==> src/rtl/mult_div_unit_pkg.sv <==
// mult_div_unit_pkg: shared op and state types for the multiply/divide unit
package mult_div_unit_pkg;
    typedef enum logic [1:0] {MD_MULT, MD_MULTU, MD_DIV, MD_DIVU} md_op_t;
    typedef enum logic [2:0] {IDLE, MUL, DIV_RUN, FIXUP, DONE} md_state_t;
endpackage

==> src/rtl/mult_div_unit_div_core.sv <==
// mult_div_unit_div_core: one unsigned restoring-division iteration
module mult_div_unit_div_core (
    input  logic [31:0] rem,
    input  logic [31:0] dividend,
    input  logic [31:0] divisor,
    output logic [31:0] rem_next,
    output logic [31:0] dividend_next,
    output logic        q_bit
);
    logic [32:0] shifted;
    logic [32:0] diff;
    always_comb begin
        shifted       = {rem, dividend[31]};
        diff          = shifted - {1'b0, divisor};
        q_bit         = shifted >= {1'b0, divisor};
        rem_next      = q_bit ? diff[31:0] : shifted[31:0];
        dividend_next = {dividend[30:0], 1'b0};
    end
endmodule

==> src/rtl/mult_div_unit.sv <==
// mult_div_unit: multi-cycle MULT/MULTU/DIV/DIVU producing {hi, lo}
module mult_div_unit
    import mult_div_unit_pkg::*;
#(
    parameter int DIV_ITERS = 32
) (
    input  logic        clk,
    input  logic        reset,
    input  logic        start,
    input  md_op_t      op,
    input  logic [31:0] a,
    input  logic [31:0] b,
    input  logic        flush,
    output logic        busy,
    output logic        done,
    output logic [31:0] hi,
    output logic [31:0] lo
);
    localparam int CW = $clog2(DIV_ITERS);
    md_state_t   state_q, state_d;
    md_op_t      op_q, op_d;
    logic [31:0] a_q, a_d, b_q, b_d;
    logic [31:0] rem_q, rem_d, dvd_q, dvd_d, dvs_q, dvs_d, quot_q, quot_d;
    logic [31:0] hi_q, hi_d, lo_q, lo_d;
    logic [CW-1:0] cnt_q, cnt_d;
    logic        qsign_q, qsign_d, rsign_q, rsign_d, dbz_q, dbz_d;
    logic        sdiv, smul, q_bit;
    logic [31:0] core_rem, core_dvd;
    logic [63:0] prod;

    mult_div_unit_div_core u_div_core (
        .rem(rem_q), .dividend(dvd_q), .divisor(dvs_q),
        .rem_next(core_rem), .dividend_next(core_dvd), .q_bit(q_bit)
    );

    // Sign-extending to 64 bits makes the low 64 product bits the signed result.
    assign smul = op_q == MD_MULT;
    assign prod = {{32{smul & a_q[31]}}, a_q} * {{32{smul & b_q[31]}}, b_q};
    assign sdiv = op == MD_DIV;

    assign busy = (state_q == IDLE && start && !flush) ||
                  state_q == MUL || state_q == DIV_RUN || state_q == FIXUP;
    assign done = state_q == DONE;
    assign hi   = hi_q;
    assign lo   = lo_q;

    always_comb begin
        state_d = state_q;
        op_d    = op_q;
        a_d     = a_q;
        b_d     = b_q;
        rem_d   = rem_q;
        dvd_d   = dvd_q;
        dvs_d   = dvs_q;
        quot_d  = quot_q;
        cnt_d   = cnt_q;
        qsign_d = qsign_q;
        rsign_d = rsign_q;
        dbz_d   = dbz_q;
        hi_d    = hi_q;
        lo_d    = lo_q;
        if (flush) begin
            state_d = IDLE;
        end else begin
            unique case (state_q)
                IDLE: if (start) begin
                    op_d    = op;
                    a_d     = a;
                    b_d     = b;
                    dvd_d   = (sdiv && a[31]) ? -a : a;
                    dvs_d   = (sdiv && b[31]) ? -b : b;
                    qsign_d = sdiv && (a[31] ^ b[31]);
                    rsign_d = sdiv && a[31];
                    dbz_d   = b == '0;
                    rem_d   = '0;
                    quot_d  = '0;
                    cnt_d   = CW'(DIV_ITERS - 1);
                    state_d = (op == MD_MULT || op == MD_MULTU) ? MUL : DIV_RUN;
                end
                MUL: begin
                    {hi_d, lo_d} = prod;
                    state_d      = DONE;
                end
                DIV_RUN: begin
                    rem_d   = core_rem;
                    dvd_d   = core_dvd;
                    quot_d  = {quot_q[30:0], q_bit};
                    cnt_d   = cnt_q - 1'b1;
                    state_d = cnt_q == '0 ? FIXUP : DIV_RUN;
                end
                FIXUP: begin
                    hi_d    = dbz_q ? a_q : (rsign_q ? -rem_q : rem_q);
                    lo_d    = dbz_q ? '1 : (qsign_q ? -quot_q : quot_q);
                    state_d = DONE;
                end
                default: state_d = IDLE;
            endcase
        end
    end

    always_ff @(posedge clk) begin
        if (reset) begin
            state_q <= IDLE;
            op_q    <= MD_MULT;
            a_q     <= '0;
            b_q     <= '0;
            rem_q   <= '0;
            dvd_q   <= '0;
            dvs_q   <= '0;
            quot_q  <= '0;
            cnt_q   <= '0;
            qsign_q <= 1'b0;
            rsign_q <= 1'b0;
            dbz_q   <= 1'b0;
            hi_q    <= '0;
            lo_q    <= '0;
        end else begin
            state_q <= state_d;
            op_q    <= op_d;
            a_q     <= a_d;
            b_q     <= b_d;
            rem_q   <= rem_d;
            dvd_q   <= dvd_d;
            dvs_q   <= dvs_d;
            quot_q  <= quot_d;
            cnt_q   <= cnt_d;
            qsign_q <= qsign_d;
            rsign_q <= rsign_d;
            dbz_q   <= dbz_d;
            hi_q    <= hi_d;
            lo_q    <= lo_d;
        end
    end
endmodule
==> config.mk <==
export PLATFORM = sky130hd
export DESIGN_NAME = mult_div_unit
export DESIGN_NICKNAME = d
export VERILOG_FILES = /design/src/rtl/mult_div_unit_pkg.sv /design/src/rtl/mult_div_unit_div_core.sv /design/src/rtl/mult_div_unit.sv
export SDC_FILE = /design/constraint.sdc
export NUM_CORES = 2
export LEC_CHECK = 0
export CAP_MARGIN = 5
export CORE_ASPECT_RATIO = 0.7
export CORE_MARGIN = 4
export CORE_UTILIZATION = 60
export DETAILED_ROUTE_END_ITERATION = 12
export PLACE_DENSITY = 0.78
export SYNTH_ARGS = -nofsm -noshare
export SYNTH_HDL_FRONTEND = slang
export SYNTH_SLANG_ARGS = --single-unit
==> constraint.sdc <==
create_clock -name clk -period 16.7 [get_ports clk]
set_input_delay 1.67 -clock clk [delete_from_list [all_inputs] [get_ports clk]]
set_output_delay 1.67 -clock clk [all_outputs]
set_load 0.03 [all_outputs]
==> impl_summary.md <==
Status
The run finished with clean final reports.

Clock tree
The cts-stage hold buffer count is 0. The post-CTS setup buffer count is 0. The clock network latency to the later pin of the worst-skew pair is approximately 0.60 ns.

The clock sink count is between 200 and 300. Buffers inserted during clock tree synthesis total 26. The root buffer cell chosen for the clock tree is clkbuf_16.

The depth of the CTS H-tree is 1. Clock-pin slew was measured on the worst setup and hold paths at about 0.080 ns. TritonCTS built the clock tree. In this run, post-CTS repair resized a total of 0 instances. The clock passes through at most 3 buffers.

Run
Max-cap violations in this run came to 0.

STA
The slack of the critical path is approximately 7.3 ns. Headroom to the max-slew limit came out at between 15 and 20%. The setup total negative slack is 0 ns. The transition time of the tightest slew-check pin is between 1 and 1.5 ns. The total count of max-transition violations in the final report is 0.

The final critical delay including setup and external delays is between 9 and 10 ns. The final critical path takes up between 50% and 60% of the cycle. The number of setup violations in the final report is 0.

The hold violation total from the final report was 0. For the final database, setup skew stands at 0.0497 ns. Derived from the worst setup path, the maximum achievable clock frequency is 106 MHz. Setup repair after global routing left no endpoint under its margin.

Final layout
From synthesis to final layout, the design area changed by 5.62%. The utilization after layout is between 60% and 70%. In the final layout, flip-flops and latches occupy approximately 0.0054 sq mm. The multi-input combinational cells in the finished layout cover a total of about 0.04 sq mm.

Leaving out fill and tap cells, the most frequent cell in the layout is inv_1. Counting the fill cells in the layout gives 7180. Cells with a size suffix above 1 make up about 2.7% of the layout. The total non-filler cell area in the finished layout is 0.0556 sq mm. Leaving out fill and tap cells, the most frequent cells in the layout are inv_1, nand2_1, fa_1. The final layout net count is around 7500.

GRT
For this run, the total global-route usage over all layers was measured as roughly a third. The largest net degree at the start of global routing is 98. The first global-routing pass estimated between 200 and 250 mm of wire.

The number of antenna violations at the first check in global routing was 4. The via count of the first global-routing pass came to about 44000. The total global routing overflow is 0.

Power and ir drop
The leakage power is about 25 nW. Of the total power, the share spent switching nets is around two fifths. For this design the ratio of total power to cell area is approximately 42 mW/mm^2. The largest vdd supply drop is 0.0000853 V. The part of the power in combinational logic is 40.0%. The power consumption is between 2 and 2.5 mW. The sequential group share of total power is roughly 30%. The clock network accounts for between 30% and 40% of the total power.

The internal power of the cells totals between 1 and 1.5 mW. The switching power total is a little over 0.9 mW.

Synth
The share of the Yosys chip area taken by registers is about a tenth. In the synthesized netlist the async set-or-reset flop fraction comes to 0%. The total number of yosys warnings is 0. Averaged over all synthesized cells, the footprint is 8.47 sq um. The cell count after synthesis came out at roughly 6200. The number of nets in the synthesized netlist is 7661. The number of different library cells used by synthesis comes to 75. The most used flip-flop cell after synthesis is dfxtp_1. The total standard cell area after synthesis is about 0.053 sq mm. The number of synthesized register bits is 268. Yosys mapped a number of flops with a built-in enable equal to 0.

Critical path
The maximum cell stage delay along the critical path is roughly 0.71 ns. The master of the slowest instance on the critical path is o41ai_1. The largest fanout of any net on the critical path is 21.

The worst setup path is launched from a flop. The path type of the worst setup path is reg2reg. In this design, the critical path's most frequently occurring cell is fa_1. The number of buffers and inverters on the critical path is 6.

The kind of cell with the highest combined delay along the critical path is adder cells. STA classifies the critical path endpoint as a flop. The critical path data arrival time is between 9 and 10 ns. For the worst setup path, the data required time is ~17 ns.

Placed design
The number of buffer cells added on primary ports is about 140. Summing all placed instances gives a cell area of around 0.055 sq mm. The routability congestion estimate is ~1.0.

After legalization and detailed placement, the total HPWL measured between 100 and 150 mm. Timing analysis after detailed placement gives a worst setup slack of around 7.5 ns.

Detailed routing
The number of iterations in the first detailed-routing pass is 8. The mean routed wirelength per cell is 21.2 microns. The number of vias in the routed layout is around 43000. The count of antenna-violating nets left after detailed routing is 0.

The number of DRC markers after the initial detailed-route iteration is about 4600. The number of remaining DRC errors is 0. Using the TritonRoute via totals, the vias-per-cell ratio works out to just under 6. For this block, the routed nets add up to approximately 150 mm of wire.

Die
The row count is 90. From bottom edge to top edge, the die measures around 260 microns. The initial standard-cell utilization of the core is between 60% and 70%. The x dimension of the die is 362 microns.

The number of placed I/O pins is around 140. The die covers around 0.093 sq mm. The floorplan step defined a core boundary enclosing around 0.087 sq mm.

Min path
The path class of the tightest hold or removal check is reg2reg.
sequential cells by signal (all words and copies together), names as in the netlist:
register and flops:
hi 32, cnt_q 5, quot_q 32, dvd_q 32, dbz_q 1, dvs_q 31
rsign_q 1, state_q 3, rem_q 32, b_q 32, qsign_q 1, a_q 32
op_q 2, lo 32
cell usage after synthesis, types with 65 or more instances:
| library cell | count | area (sq um) |
|---|---|---|
| xor2_1 | 79 | 692 |
| and2_1 | 257 | 1610 |
| dfxtp_1 | 268 | 5370 |
| fa_1 | 1126 | 22500 |
| xnor2_1 | 136 | 1190 |
| nand2_1 | 1138 | 4270 |
| inv_1 | 1253 | 4700 |
| nand3_1 | 65 | 325 |
| clkbuf_1 | 392 | 1470 |
| o21ai_0 | 186 | 931 |
| a211oi_1 | 66 | 495 |
| ha_1 | 249 | 3120 |
| nor2_1 | 217 | 815 |
| a21oi_1 | 306 | 1530 |
per-stage QoR:
stage / hold slack (ns) / std cells
global placement: 0.439 / 7189
finish: 0.454 / 7238
global route: 0.473 / 7237
detailed placement: 0.445 / 7189
CTS: 0.454 / 7237
floorplan: 0.432 / 6216
worst register-to-register path: cells and delay by family, from the launching register on:
| kind | cells | cell delay, ns |
|---|---|---|
| adder cells (fa/ha/maj) | 9 | 4.20 |
| AO/OA/AOI/OAI | 5 | 1.90 |
| AND/OR/NAND/NOR | 7 | 1.85 |
| buffers and inverters | 6 | 0.74 |
| multiplexers | 1 | 0.34 |
| flip-flops | 1 | 0.32 |
layer usage:
layer / global-route usage, % / wire, microns / vias to the layer above
met2: 50.7 / 66800 / 2395
li1: - / - / 18492
met4: 9.69 / 5560 / 0
met3: 7.40 / 17500 / 348
met5: 0 / 0 / -
met1: 49.6 / 63600 / 21448
cells by family after synthesis:
kind of cell | Yosys count | share of synthesized area (%)
muxes | 34 | 0.656
AOI/OAI and AO/OA | 815 | 9.56
buffers and inverters | 1650 | 11.8
DFF | 268 | 10.2
xor gates and xnor gates | 215 | 3.58
and+or+nand+nor | 1859 | 15.5
adders and majority gates | 1375 | 48.7
final timing paths:
check | from | end | slack [ns] | depth (start not counted)
setup / recovery | op_q[1] | hi[27] | 7.29 | 28
hold / removal | dvs_q[26] | dvs_q[26] | 0.45 | 2
setup reg to reg | op_q[1] | hi[27] | 7.29 | 28
hold reg to reg | dvs_q[26] | dvs_q[26] | 0.45 | 2
final cells by class:
class	instances	share of cell area, %
multi-input combinational	4298	73.9
sequential	268	9.66
inverter	1253	8.46
timing repair buffer	220	3.58
tap	1150	2.59
clock buffer	38	1.41
clock inverter	10	0.362
antenna	1	0.00450
power by group through the flow:
stage                     sequential (mW)  combinational [mW]  clock [mW]
after floorplan                     0.691               0.617           0
after global placement              0.697               0.889           0
after detailed placement            0.698               0.908           0
after CTS                           0.683               0.912       0.703
after global routing                0.686                1.02       0.729
final                               0.684               0.927       0.704
(Power assumes the default switching activity.)
